===== src/rtl/instr_fetch_ctrl.sv =====
// instr_fetch_ctrl: instruction fetch sequencer.
// Owns the program counter and drives the instruction memory read address.
// Each instruction and its PC are registered into a one-entry output stage
// that decode drains with a valid/ready handshake. The block also handles
// start/stop, control-flow redirects, and alignment/range faults.
// RESET_PC must be 4-byte aligned and below (4 << MEM_DEPTH_POW), and
// MEM_DEPTH_POW + 3 must not exceed ADDR_WIDTH.
module instr_fetch_ctrl #(
  parameter int                    ADDR_WIDTH    = 64,
  parameter int                    MEM_DEPTH_POW = 10,
  parameter logic [ADDR_WIDTH-1:0] RESET_PC      = '0
) (
  input  logic                  clk_in,
  input  logic                  rst_n_in,
  input  logic                  enable_in,
  input  logic                  redirect_valid_in,
  input  logic [ADDR_WIDTH-1:0] redirect_pc_in,
  output logic [ADDR_WIDTH-1:0] imem_addr_out,
  input  logic [31:0]           imem_instr_in,
  output logic                  out_valid_out,
  input  logic                  out_ready_in,
  output logic [31:0]           out_instr_out,
  output logic [ADDR_WIDTH-1:0] out_pc_out,
  output logic                  fault_out,
  output logic [1:0]            fault_cause_out,
  output logic [ADDR_WIDTH-1:0] fault_pc_out
);

  typedef enum logic [1:0] {
    ST_IDLE,
    ST_RUN,
    ST_FAULT
  } state_t;

  localparam logic [1:0] CAUSE_MISALIGN = 2'b01;
  localparam logic [1:0] CAUSE_RANGE    = 2'b10;

  // First byte address past the end of instruction memory.
  localparam logic [ADDR_WIDTH-1:0] PC_LIMIT =
    {{(ADDR_WIDTH-3){1'b0}}, 3'b100} << MEM_DEPTH_POW;

  state_t                state_q;
  logic [ADDR_WIDTH-1:0] pc_q;

  logic handshake;
  logic stage_free;
  logic pc_in_range;
  logic redirect_aligned;

  // The memory is read at the current PC; this is the only combinational output.
  assign imem_addr_out = pc_q;

  // Decode consumes the held instruction, leaving room for a new capture.
  assign handshake        = out_valid_out & out_ready_in;
  assign stage_free       = ~out_valid_out | handshake;
  // Checked before any capture, so the PC never wraps past the top of memory.
  assign pc_in_range      = (pc_q < PC_LIMIT);
  assign redirect_aligned = (redirect_pc_in[1:0] == 2'b00);

  // Fetch state machine with registered output stage and fault reporting.
  // NOTE: all state here uses non-blocking assignments so every register
  // samples the pre-edge values; blocking would chain updates within a cycle.
  always_ff @(posedge clk_in or negedge rst_n_in) begin
    if (!rst_n_in) begin
      state_q         <= ST_IDLE;
      pc_q            <= RESET_PC;
      out_valid_out   <= 1'b0;
      out_instr_out   <= '0;
      out_pc_out      <= '0;
      fault_out       <= 1'b0;
      fault_cause_out <= 2'b00;
      fault_pc_out    <= '0;
    end else begin
      case (state_q)
        ST_FAULT: begin
          // Terminal until reset: nothing moves, output stage stays empty.
          out_valid_out <= 1'b0;
        end

        default: begin
          if (redirect_valid_in) begin
            // Flush whatever is held; a simultaneous handshake already took it.
            out_valid_out <= 1'b0;
            if (redirect_aligned) begin
              pc_q <= redirect_pc_in;
            end else begin
              state_q         <= ST_FAULT;
              fault_out       <= 1'b1;
              fault_cause_out <= CAUSE_MISALIGN;
              fault_pc_out    <= redirect_pc_in;
            end
          end else if (state_q == ST_RUN && stage_free && !pc_in_range) begin
            // Ran off the end of memory: report the PC that would have been fetched.
            state_q         <= ST_FAULT;
            out_valid_out   <= 1'b0;
            fault_out       <= 1'b1;
            fault_cause_out <= CAUSE_RANGE;
            fault_pc_out    <= pc_q;
          end else begin
            if (state_q == ST_RUN && stage_free) begin
              out_instr_out <= imem_instr_in;
              out_pc_out    <= pc_q;
              out_valid_out <= 1'b1;
              pc_q          <= pc_q + ADDR_WIDTH'(4);
            end else if (handshake) begin
              out_valid_out <= 1'b0;
            end
            state_q <= enable_in ? ST_RUN : ST_IDLE;
          end
        end
      endcase
    end
  end

endmodule


===== config.mk =====
export PLATFORM = sky130hd
export DESIGN_NAME = instr_fetch_ctrl
export DESIGN_NICKNAME = d
export VERILOG_FILES = /design/src/rtl/instr_fetch_ctrl.sv
export SDC_FILE = /design/constraint.sdc
export NUM_CORES = 1
export LEC_CHECK = 0
export ABC_AREA = 1
export CORE_MARGIN = 2
export CORE_UTILIZATION = 52
export DETAILED_ROUTE_END_ITERATION = 12
export GPL_TIMING_DRIVEN = 0
export PLACE_DENSITY_LB_ADDON = 0.3
export SETUP_SLACK_MARGIN = 0.05
export SYNTH_ARGS = -nofsm -noshare
export SYNTH_HDL_FRONTEND = slang
export SYNTH_SLANG_ARGS = --single-unit

===== constraint.sdc =====
create_clock -name clk_in -period 3 [get_ports clk_in]
set_clock_uncertainty 0.05 [all_clocks]
set_input_delay 0.45 -clock clk_in [delete_from_list [all_inputs] [get_ports clk_in]]
set_output_delay 0.45 -clock clk_in [all_outputs]
set_load 0.05 [all_outputs]

==> impl_summary.txt, run 1 <==
----------------------------------------------------
[Critical path]
  Maximum cell stage delay along the critical path ... 540 ps
  Req. time, crit path ... around 3300 ps
  Critical Path Start ... imem_addr_out[39]
  Worst endpoint data arrival time ... between 2000 and 3000 ps
  Worst setup path category ... reg2reg
  End of the critical path ... fault_pc_out[48]
  Number of cells on the worst reg-to-reg path ... 9
  Slack of the worst reg-to-reg path ... 450 ps
  Cell at the slowest stage of the critical path ... sky130_fd_sc_hd__clkbuf_1
  Reg2reg start ... imem_addr_out[39]
  Series of cell instances along the critical path ... inv_2 > nand4_1 > nor2_1 > nand2_1 > nor2_1 > nand2_2 > nand3_2 > clkbuf_1 > o21ai_0
  Critical R2R Capture ... fault_pc_out[48]
  Largest fanout of any net on the critical path ... 10
  Critical path capture point type ... flop
  Element type at the critical path start ... flop
  Most common cell on crit path ... sky130_fd_sc_hd__nor2_1

[STA]
  Hold Vio Cnt, Final ... 0
  FMAX ... roughly 390 MHz
  Tightest Pin Transition ... ~900 ps
  Final Setup Violations ... 0
  Unrepaired setup endpoints after global routing ... false
  Min Hold Slack ... 414 ps
  Fraction of the cycle the final worst path needs ... roughly 85%
  Fin crit period ... roughly 2500 ps
  Count of final max-slew check failures ... 0
  Rel. slew slack ... between 30% and 40%
  Crit path setup slack, layout ... between 400 and 500 ps

[Yosys]
  Gate Count Post-Synth ... 1587
  Number of nets in the synthesized netlist ... between 1.5k and 2k
  Number of synthesis warnings ... 0
  Area contributors post-synth ... sky130_fd_sc_hd__dfrtp_1 (50%), sky130_fd_sc_hd__nand2_1 (22%), sky130_fd_sc_hd__inv_1 (6.6%), sky130_fd_sc_hd__o21ai_0 (5.7%), sky130_fd_sc_hd__nor2_1 (3.4%)
  Sequential fraction of the synthesis area ... 49.8%
  Cell accounting for the most synthesized area ... sky130_fd_sc_hd__dfrtp_1
  Summed instance area of the synthesized netlist ... 0.0116 mm^2
  Post-synthesis cell type count ... 35
  Yosys top cell area share ... between 40% and 50%
  Register bit count reported by yosys ... 230
  Avg Inst Size Synth ... around 7.3 um^2

[Routing]
  Detailed Route WL ... about 42000 um
  Via count ... ~12k
  Detailed-route wire length per cell ... between 15 and 20 um
  Iter 0 DRT Violations ... ~1.1k
  Remaining antenna violation count ... 0
  DRC violations left ... 0
  Ratio of routed vias to standard cells ... 5.38
  Pre-Repair DR Iteration Count ... 5

[Placement]
  DP Wirelength ... about 31000 um
  Port Buffers ... approximately 330
  RD Place Congestion ... between 1 and 1.5
  Placed Cells ... between 2k and 2.5k
  Worst-case setup slack after placement ... between 150 and 200 ps

[Finish]
  Layout cell share with drive strength beyond 1 ... 5.26%
  Final Net Count ... approximately 2.0k
  Antenna diodes ... 0
  Total of fill cells in the finished design ... approximately 1.7k
  Non-filler cells in the finished layout ... about 2.2k
  Synth-to-Final Area Change ... 38.8%
  Most frequent standard cell in the layout excluding fill and tap cells ... sky130_fd_sc_hd__nand2_1
  Top library cells by usage in the layout, fill and taps aside ... sky130_fd_sc_hd__nand2_1 (662), sky130_fd_sc_hd__clkdlybuf4s50_1 (327), sky130_fd_sc_hd__dfrtp_1 (230), sky130_fd_sc_hd__inv_1 (204), sky130_fd_sc_hd__o21ai_0 (131)

[Global routing]
  Vias in the first global route ... about 12k
  Aggregate global routing overflow ... 0
  First-pass GRT wire length ... 65200 um
  Largest net degree at the start of global routing ... about 120
  Number of antenna violations at the first check in global routing ... 0
  GR Util All Layers ... approximately 35%

[Clocking]
  Clock tree root buffer cell ... sky130_fd_sc_hd__clkbuf_16
  Clock transition time at the flip-flop clock pins of the worst setup and hold paths ... 60 ps
  Clock latency of the later-clocked register in the worst-skew pair ... roughly 530 ps
  CTS H-tree lvls ... 1
  Worst-case clock buffer depth ... 3
  TritonCTS Sinks ... 230
  Number of buffers added by the clock tree synthesis step ... 25
  CTS tree ... yes
  Post-CTS setup buffers ... 0

[Power and ir drop]
  Total power per unit cell area ... roughly 950 mW/mm^2
  Internal cell power ... roughly 7.9 mW
  Largest vdd supply drop ... between 0.8 and 0.9 mV
  Power share of the clock group ... 20.5%
  Power share of the combinational group ... ~47%
  Static leakage ... ~8.0 nW
  Total net switching power ... 7.23 mW
  Flop pwr share ... 32.1%
  Switching fraction of total power ... around 48%
  Total Power ... approximately 15 mW

[Flow run]
  Max-capacitance violation count ... 0

[Floorplan]
  Effective utilization at floorplan ... between 50% and 60%
  Number of rows created at floorplan ... 54
  Area of the core ... 0.0218 mm^2
  DIE AREA ... about 0.023 mm^2
  Die extent in y ... ~150 um
  Number of top-level pins ... around 330
  Horizontal extent of the die ... 153 um

[Run status]
  Result of the run ... completed

[Worst hold path]
  Path category of the worst min-delay check ... in2reg

----------------------------------------------------
==> layer usage <==
metal	wire length [um]	vias up	share of wire (%)	global-route usage, %
met5	0	-	0	0
met3	4160	134	9.9	7.94
met4	2290	0	5.4	17.2
met1	16200	5623	39	45.6
met2	19400	641	46	57.2
li1	-	5649	-	-
==> registers in the layout (all words and copies together), names as in the netlist <==
| signal | cells |
|---|---|
| fault_cause_out | 2 |
| out_valid_out | 1 |
| fault_out | 1 |
| out_instr_out | 32 |
| out_pc_out | 64 |
| state_q | 2 |
| imem_addr_out | 64 |
| fault_pc_out | 64 |
==> how the worst min path moves through the flow <==
stage / slack, ps / to / from / cells past startpoint
CTS: 410 / out_instr_out[1] / imem_instr_in[1] / 3
floorplan: 100 / fault_cause_out[0] / rst_n_in / 0
detailed placement: 400 / out_pc_out[56] / out_pc_out[56] / 2
global placement: 400 / out_pc_out[62] / out_pc_out[62] / 2
global route: 430 / out_instr_out[9] / imem_instr_in[9] / 3
finish: 410 / out_instr_out[13] / imem_instr_in[13] / 3
==> Yosys cell counts <==
cell type                  instances
sky130_fd_sc_hd__o32ai_1           3
sky130_fd_sc_hd__nand4_1          34
sky130_fd_sc_hd__buf_2            16
sky130_fd_sc_hd__or2_2             3
sky130_fd_sc_hd__inv_2             7
sky130_fd_sc_hd__nor2_2            9
sky130_fd_sc_hd__nand2_1         662
sky130_fd_sc_hd__buf_4            10
sky130_fd_sc_hd__nor4_1            3
sky130_fd_sc_hd__buf_6             9
sky130_fd_sc_hd__o21ai_0         131
sky130_fd_sc_hd__o31ai_1           2
sky130_fd_sc_hd__nor3_1           14
sky130_fd_sc_hd__a21oi_1           8
sky130_fd_sc_hd__mux2i_1           3
sky130_fd_sc_hd__nand3b_1          4
sky130_fd_sc_hd__nor2_4            2
sky130_fd_sc_hd__nor3b_1           1
sky130_fd_sc_hd__nand3_2           3
sky130_fd_sc_hd__nor2_1          104
sky130_fd_sc_hd__nor3_2            1
sky130_fd_sc_hd__o22ai_1           7
sky130_fd_sc_hd__clkbuf_1         23
sky130_fd_sc_hd__o21bai_1          1
sky130_fd_sc_hd__inv_1           204
sky130_fd_sc_hd__dfrtp_1         230
sky130_fd_sc_hd__and2_1            1
sky130_fd_sc_hd__clkbuf_2          1
sky130_fd_sc_hd__o21ai_1          28
sky130_fd_sc_hd__or2_1             1
sky130_fd_sc_hd__nand2_2           3
sky130_fd_sc_hd__ha_1              1
sky130_fd_sc_hd__a21boi_1          1
sky130_fd_sc_hd__nand3_1          56
sky130_fd_sc_hd__nor3_4            1
==> stage by stage <==
stage | TNS, ps | util [%] | cell area [um^2]
6_report | 0 | 73.5 | 16000
3_5_place_dp | 0 | 69.7 | 15200
2_1_floorplan | 0 | - | 11600
3_3_place_gp | -1885590 | 69.6 | 15200
4_1_cts | 0 | 73.5 | 16000
5_1_grt | 0 | 73.5 | 16000
==> power by group through the flow <==
stage,sequential [mW],clock (mW),combinational [mW]
finish,4.87,3.11,7.18
global route,4.98,3.25,7.60
CTS,4.84,3.12,7.18
detailed placement,4.87,0,7.15
global placement,4.86,0,7.05
floorplan,7.45,0,1.77
==> area by class of cell <==
| cell class | instances | area, um^2 | share of cell area, % |
|---|---|---|---|
| clock inverters | 9 | 126 | 0.788 |
| well taps | 280 | 350 | 2.19 |
| inverters | 211 | 792 | 4.94 |
| clock buffers | 33 | 676 | 4.21 |
| repair buffers | 330 | 3330 | 20.7 |
| plain buffers | 59 | 348 | 2.17 |
| flip-flops and latches | 230 | 5760 | 35.9 |
| multi-input cells | 1087 | 4660 | 29.1 |
==> logic make-up (layout without fill, tap and decap cells) <==
logic type | after synthesis | in the layout | synth area share (%)
adders and majority gates | 1 | 1 | 0.108
and+or+nand+nor | 902 | 902 | 31.8
buffers and inverters | 270 | 642 | 9.87
muxes | 3 | 3 | 0.260
DFF | 230 | 230 | 49.8
AOI/OAI and AO/OA | 181 | 181 | 8.10
==> repair_timing <==
action	4_1_cts	5_1_grt
hold buffers	1	0
gates resized for setup	0	0
hold endpoints to repair	50	0
==> worst max-delay path: cells and delay by family, from the launching register on <==
| kind | cells | cell delay [ps] |
|---|---|---|
| flops | 1 | 430 |
| compound gates | 1 | 170 |
| buf+inv | 2 | 660 |
| simple gates | 6 | 1070 |
No activity file was read; power rests on OpenSTA's default activity.
==> run 2: changes to the inputs <==
--- a/config.mk
+++ b/config.mk
@@ -7,7 +7,7 @@
 export LEC_CHECK = 0
 export ABC_AREA = 1
 export CORE_MARGIN = 2
-export CORE_UTILIZATION = 52
+export CORE_UTILIZATION = 44
 export DETAILED_ROUTE_END_ITERATION = 12
 export GPL_TIMING_DRIVEN = 0
 export PLACE_DENSITY_LB_ADDON = 0.3
==> constraint.sdc (replaced) <==
create_clock -name clk_in -period 2.1 [get_ports clk_in]
set_clock_uncertainty 0.05 [all_clocks]
set_input_delay 0.315 -clock clk_in [delete_from_list [all_inputs] [get_ports clk_in]]
set_output_delay 0.315 -clock clk_in [all_outputs]
set_load 0.05 [all_outputs]
==> run 2 against run 1 <==
Net effect:
- setup slack got worse by 410 ps
- largest power group unchanged
- cell area increased by 7.0%
- critical path type unchanged
- sequential share of layout area decreased by 2.1 points
- global-route usage decreased by 5.0 points
- die area increased by 18%
- non-clock buffer count increased by 69
- hold slack got worse by 140 ps
- utilization decreased by 7.3 points
- critical path depth unchanged
- largest cell class unchanged
- final cell count increased by 5.9%
- sequential power increased by 41%
==> impl_summary.txt, run 2 (synthesis gave the netlist of run 1 again) <==
----------------------------------------------------
[Routing]
  Detailed Route WL ... 43800 um (+4.0%)
  Ratio of routed vias to standard cells ... 5.20 (-3.4%)
  Remaining antenna violation count ... 0 (unchanged)
  Via count ... 12.3k (+2.2%)
  DRC violations left ... 0 (unchanged)
  Iter 0 DRT Violations ... 1000 (-6.7%)
  Detailed-route wire length per cell ... 18.5 um (-1.7%)
  Pre-Repair DR Iteration Count ... 5 (unchanged)

[Global routing]
  First-pass GRT wire length ... 66500 um (+2.0%)
  Largest net degree at the start of global routing ... 97 (-20%)
  Vias in the first global route ... 11.8k (+1.4%)
  Aggregate global routing overflow ... 0 (unchanged)
  GR Util All Layers ... 30.5% (-5.0 points)
  Number of antenna violations at the first check in global routing ... 5 (+5)

[STA]
  Rel. slew slack ... 55.1% (+15 points)
  Hold Vio Cnt, Final ... 0 (unchanged)
  Final Setup Violations ... 0 (unchanged)
  FMAX ... 485 MHz (+24%)
  Fin crit period ... 2060 ps (-489 ps)
  Count of final max-slew check failures ... 0 (unchanged)
  Crit path setup slack, layout ... 39.9 ps (-411 ps)
  Setup TNS ... 0 ps (unchanged)
  Min Hold Slack ... 271 ps (-143 ps)
  Unrepaired setup endpoints after global routing ... true
  Fraction of the cycle the final worst path needs ... 98.1% (+13 points)
  Tightest Pin Transition ... 676 ps (-226 ps)

[Critical path]
  Buffering stage count on the worst path with inverters included ... 0 (-2)
  Element type at the critical path start ... flop
  Most common cell on crit path ... sky130_fd_sc_hd__nand2_1
  Cell at the slowest stage of the critical path ... sky130_fd_sc_hd__dfrtp_2
  Critical path capture point type ... flop
  Series of cell instances along the critical path ... nand2_1 > nor3_4 > nand3b_1 > nor2_4 > nand3_1 > nand2_1 > o21ai_0 > nand2_1 > nand2_1
  Req. time, crit path ... 2450 ps (-880 ps)
  Logic depth of the worst setup path including buffers ... 9 (unchanged)
  Maximum cell stage delay along the critical path ... 410 ps (-130 ps)
  Number of cells on the worst reg-to-reg path ... 9 (unchanged)
  Crit-path leading delay family ... simple AND/OR/NAND/NOR gates
  Largest fanout of any net on the critical path ... 5 (-5)
  Worst endpoint data arrival time ... 2410 ps (-460 ps)
  Worst setup path category ... reg2reg

[Clocking]
  Clock transition time at the flip-flop clock pins of the worst setup and hold paths ... 60 ps (about the same)
  Number of buffers added by the clock tree synthesis step ... 25 (unchanged)
  Clock tree root buffer cell ... sky130_fd_sc_hd__clkbuf_16
  TritonCTS Sinks ... 230 (unchanged)
  Clock latency of the later-clocked register in the worst-skew pair ... 520 ps (about the same)
  Worst-case clock buffer depth ... 3 (unchanged)
  CTS tree ... yes
  CTS H-tree lvls ... 1 (unchanged)

[Finish]
  Synth-to-Final Area Change ... 48.5%
  Most frequent standard cell in the layout excluding fill and tap cells ... sky130_fd_sc_hd__nand2_1
  Final core utilization ... 66.2% (-7.3 points)
  Total area of multi-input combinational cells ... 0.00496 mm^2 (+6.5%)
  Top library cells by usage in the layout, fill and taps aside ... sky130_fd_sc_hd__nand2_1 (639), sky130_fd_sc_hd__dfrtp_1 (200), sky130_fd_sc_hd__inv_1 (191), sky130_fd_sc_hd__dlygate4sd2_1 (165), sky130_fd_sc_hd__o21ai_0 (109)
  Area of all sequential standard cells ... 0.00579 mm^2 (+0.65%)
  Layout cell share with drive strength beyond 1 ... 15.4% (+10 points)
  Total of fill cells in the finished design ... 2277 (+35%)
  Final Net Count ... 2115 (+3.4%)
  Non-filler cells in the finished layout ... 2370 (+5.9%)

[Placement]
  Port Buffers ... 328 (unchanged)
  Worst-case setup slack after placement ... -629 ps (-799 ps)
  DP Wirelength ... 31900 um (+2.1%)
  Placed Cells ... 2252 (+2.6%)
  RD Place Congestion ... 0.987 (-2.1%)

[Run status]
  Result of the run ... completed

[Floorplan]
  Number of top-level pins ... 329 (unchanged)
  Die extent in y ... 166 um (+8.5%)
  Number of rows created at floorplan ... 59 (+9.3%)
  Horizontal extent of the die ... 166 um (+8.5%)
  Effective utilization at floorplan ... 44.6% (-8.4 points)
  Area of the core ... 0.0259 mm^2 (+19%)
  DIE AREA ... 0.0276 mm^2 (+18%)

[Power and ir drop]
  Largest vdd supply drop ... 1.08 mV (+34%)
  Static leakage ... 10.0 nW (+25%)
  Total power per unit cell area ... 1300 mW/mm^2 (+37%)

[Worst hold path]
  Path category of the worst min-delay check ... in2async

[Flow run]
  Max-capacitance violation count ... 0 (unchanged)

----------------------------------------------------
==> run 2: cell types whose count changed in the layout (fill, tap and decap cells not counted), sizes merged <==
cell | previous run | this run
diode | 0 | 5
dlygate4sd2 | 0 | 165
clkdlybuf4s50 | 327 | 103
clkbuf | 57 | 59
clkdlybuf4s15 | 0 | 1
clkinv | 5 | 4
buf | 37 | 102
dlymetal6s2s | 0 | 57
clkinvlp | 1 | 7
==> run 2: final timing paths <==
kind,from,endpoint,slack [ps]
min in group clk_in,imem_instr_in[15],out_instr_out[15],290
worst max register to register,imem_addr_out[3],imem_addr_out[33],40
worst min-delay path,rst_n_in,fault_pc_out[51],270
worst min register to register,fault_out,fault_out,410
worst max-delay path,imem_addr_out[3],imem_addr_out[33],40
max in group asynchronous,rst_n_in,imem_addr_out[2],860
==> run 2: timing repair <==
action | 4_1_cts | 5_1_grt
setup endpoints to repair | 390 | 281
hold buffers | 1 | 0
resized for setup | 238 | 197
hold endpoints to repair | 65 | 0
cloned | 3 | 0
pin swaps | 11 | 15
setup buffers | 24 | 42
==> run 2: routing by layer <==
layer,routed length [um],GRT usage (%),part of all wire (%)
met1,17800,40.4,41
met2,20300,50.0,46
met3,3740,4.86,8.5
met4,2040,12.9,4.7
met5,0,0,0
==> run 2: area by class of cell <==
type / count / share of cell area, %
inverters: 211 / 4.63
clock buffers: 30 / 3.93
repair buffers: 399 / 22.7
plain buffers: 59 / 2.63
multi-input cells: 1087 / 28.9
clock inverters: 14 / 0.948
flip-flops and latches: 230 / 33.8
well taps: 335 / 2.44
diodes: 5 / 0.0729
==> run 2: through the flow <==
step	power (mW)	instance area, um^2
floorplan	13.2	11600
global placement	17.1	15300
detailed placement	17.2	15300
CTS	21.6	16400
global route	23.3	17200
finish	22.3	17200
==> run 2: where the power goes <==
group	switching, mW	internal [mW]	total [mW]
Clock	1.85	2.66	4.51
Sequential	1.24	5.65	6.89
Combinational	7.64	3.26	10.9
==> run 3: changes to the inputs <==
--- a/config.mk
+++ b/config.mk
@@ -6,7 +6,8 @@
 export NUM_CORES = 1
 export LEC_CHECK = 0
 export ABC_AREA = 1
-export CORE_MARGIN = 2
+export CAP_MARGIN = 20
+export CORE_MARGIN = 4
 export CORE_UTILIZATION = 44
 export DETAILED_ROUTE_END_ITERATION = 12
 export GPL_TIMING_DRIVEN = 0
==> run 3 against run 2 <==
Net effect:
- global-route usage fell by 0.38 points
- setup slack got worse by 4.6 ps
- count of clock-buffer cells in the layout rose by 7
- sequential share of layout area fell by 0.35 points
- largest cell class unchanged
==> impl_summary.txt, run 3 (synthesis gave the netlist of run 1 again) <==
----------------------------------------------------
[Run status]
  Result of the run ... completed

[Global routing]
  Vias in the first global route ... 12.0k (+1.2%)
  Largest net degree at the start of global routing ... 90 (-7.2%)
  Aggregate global routing overflow ... 0 (unchanged)
  First-pass GRT wire length ... 68100 um (+2.4%)
  Number of antenna violations at the first check in global routing ... 3 (-2)
  GR Util All Layers ... 30.1% (-0.38 points)

[Worst hold path]
  Path category of the worst min-delay check ... in2async

[Clocking]
  CTS tree ... yes
  Clock transition time at the flip-flop clock pins of the worst setup and hold paths ... 60 ps (about the same)
  Clock tree root buffer cell ... sky130_fd_sc_hd__clkbuf_16
  CTS H-tree lvls ... 1 (unchanged)
  TritonCTS Sinks ... 230 (unchanged)
  Worst-case clock buffer depth ... 3 (unchanged)
  Number of buffers added by the clock tree synthesis step ... 26 (+4.0%)
  Clock latency of the later-clocked register in the worst-skew pair ... 540 ps (+20 ps)

[STA]
  Crit path setup slack, layout ... 35.3 ps (-4.61 ps)
  Unrepaired setup endpoints after global routing ... true
  Fraction of the cycle the final worst path needs ... 98.3% (+0.22 points)
  Hold Vio Cnt, Final ... 0 (unchanged)
  Final Setup Violations ... 0 (unchanged)
  Min Hold Slack ... 252 ps (-18.9 ps)
  Count of final max-slew check failures ... 0 (unchanged)
  FMAX ... 484 MHz (-0.22%)
  Setup TNS ... 0 ps (unchanged)
  Rel. slew slack ... 56.0% (+0.85 points)
  Fin crit period ... 2060 ps (+4.61 ps)
  Tightest Pin Transition ... 663 ps (-12.7 ps)

[Power and ir drop]
  Power share of the combinational group ... 47.1% (-1.8 points)
  Internal cell power ... 11.9 mW (+2.9%)
  Total net switching power ... 10.9 mW (+1.6%)
  Flop pwr share ... 30.8% (about the same)
  Power share of the clock group ... 22.2% (+2.0 points)
  Switching fraction of total power ... 47.8% (-0.31 points)
  Static leakage ... 9.58 nW (-4.4%)
  Total power per unit cell area ... 1320 mW/mm^2 (+1.2%)
  Total Power ... 22.8 mW (+2.2%)
  Largest vdd supply drop ... 0.937 mV (-13%)

[Routing]
  Ratio of routed vias to standard cells ... 5.26 (+1.2%)
  Via count ... 12.4k (+0.35%)
  Detailed-route wire length per cell ... 19.6 um (+6.0%)
  Iter 0 DRT Violations ... 1218 (+22%)
  Pre-Repair DR Iteration Count ... 5 (unchanged)
  Remaining antenna violation count ... 0 (unchanged)
  Detailed Route WL ... 46000 um (+5.1%)
  DRC violations left ... 0 (unchanged)

[Finish]
  Final core utilization ... 66.9% (+0.66 points)
  Total of fill cells in the finished design ... 2209 (-3.0%)
  Layout cell share with drive strength beyond 1 ... 15.7% (+0.33 points)
  Most frequent standard cell in the layout excluding fill and tap cells ... sky130_fd_sc_hd__nand2_1
  Final standard cell area without fillers ... 0.0173 mm^2 (+0.99%)
  Synth-to-Final Area Change ... 50.0%
  Non-filler cells in the finished layout ... 2350 (-0.84%)
  Final Net Count ... 2095 (-0.95%)
  Top library cells by usage in the layout, fill and taps aside ... sky130_fd_sc_hd__nand2_1 (615), sky130_fd_sc_hd__dlygate4sd2_1 (212), sky130_fd_sc_hd__dfrtp_1 (202), sky130_fd_sc_hd__inv_1 (196), sky130_fd_sc_hd__clkdlybuf4s50_1 (99)

[Floorplan]
  Effective utilization at floorplan ... 44.6% (unchanged)
  Number of top-level pins ... 329 (unchanged)
  Number of rows created at floorplan ... 59 (unchanged)
  DIE AREA ... 0.0289 mm^2 (+4.9%)
  Horizontal extent of the die ... 170 um (+2.4%)
  Area of the core ... 0.0259 mm^2 (unchanged)
  Die extent in y ... 170 um (+2.4%)

[Critical path]
  Maximum cell stage delay along the critical path ... 420 ps (about the same)
  Series of cell instances along the critical path ... inv_2 > nand4_1 > nor2_2 > nand2_2 > nor2_4 > nand2_4 > nand3_4 > buf_12 > buf_8 > nand2_1 > o21ai_1
  Largest fanout of any net on the critical path ... 10 (+5)
  Worst setup path category ... reg2reg
  Critical path capture point type ... flop
  Number of cells on the worst reg-to-reg path ... 11 (+2)
  Worst endpoint data arrival time ... 2470 ps (+60 ps)
  Element type at the critical path start ... flop
  Req. time, crit path ... 2500 ps (+50 ps)
  Cell at the slowest stage of the critical path ... sky130_fd_sc_hd__dfrtp_1

[Placement]
  DP Wirelength ... 33100 um (+3.9%)
  Placed Cells ... 2252 (unchanged)
  RD Place Congestion ... 0.994 (+0.69%)
  Worst-case setup slack after placement ... -664 ps (-34.7 ps)
  Port Buffers ... 328 (unchanged)
  Post-detailed-placement cell area ... 0.0153 mm^2 (unchanged)

[Flow run]
  Max-capacitance violation count ... 0 (unchanged)

----------------------------------------------------
-- run 3: cell count changes in the layout (fill, tap and decap cells not counted), sizes merged --
cell,before,now
dlygate4sd2,165,212
dlymetal6s2s,57,12
buf,102,84
clkinvlp,7,2
clkbuf,59,63
clkdlybuf4s50,103,99
diode,5,2
bufinv,3,5
clkdlybuf4s15,1,2
nand3,59,60
-- run 3: final cells by class --
| class | count | area [um^2] | share of cell area (%) |
|---|---|---|---|
| clock buffers | 37 | 773 | 4.46 |
| plain buffers | 59 | 578 | 3.34 |
| clock inverters | 11 | 185 | 1.07 |
| diodes | 2 | 5.00 | 0.0289 |
| repair buffers | 377 | 3620 | 20.9 |
| inverters | 211 | 795 | 4.59 |
| multi-input cells | 1088 | 5160 | 29.8 |
| well taps | 335 | 419 | 2.42 |
| flip-flops and latches | 230 | 5790 | 33.4 |
-- run 3: layer usage --
| metal | wire length (um) | part of all wire, % | global-route usage, % | vias to the layer above |
|---|---|---|---|---|
| met4 | 1800 | 3.9 | 11.3 | 0 |
| met3 | 3940 | 8.6 | 5.13 | 99 |
| li1 | - | - | - | 5767 |
| met2 | 21700 | 47 | 49.6 | 619 |
| met1 | 18600 | 40 | 40.2 | 5873 |
| met5 | 0 | 0 | 0 | - |
-- run 3: power groups by stage --
stage	Combinational, mW	Clock [mW]	Sequential, mW
after global routing	11.4	5.31	7.16
final	10.7	5.05	7.01
after CTS	9.91	5.10	6.85
after floorplan	2.53	0	10.7
after detailed placement	10.2	0	6.97
after global placement	10.2	0	6.94
-- run 3: worst max-delay path, delay by kind of cell (launching register included) --
family                 cells  cell delay [ps]
AND/OR/NAND/NOR            7              980
buffers and inverters      3              450
flip-flops                 1              420
AO/OA/AOI/OAI              1               80
-- run 3: worst paths after layout --
check / startpoint / slack [ps] / end
worst max-delay path: imem_addr_out[31] / 40 / fault_pc_out[20]
worst min-delay path: rst_n_in / 250 / imem_addr_out[51]
worst max register to register: imem_addr_out[31] / 40 / fault_pc_out[20]
worst min register to register: out_pc_out[34] / 410 / out_pc_out[34]
max in group asynchronous: rst_n_in / 890 / imem_addr_out[9]
min in group clk_in: imem_instr_in[17] / 270 / out_instr_out[17]
-- run 3: timing repair --
action | in CTS | in global routing
setup buffers | 17 | 20
pin swaps | 9 | 26
hold endpoints to repair | 60 | 0
hold buffers | 1 | 0
resized for setup | 289 | 262
cloned | 2 | 8
setup endpoints to repair | 443 | 236
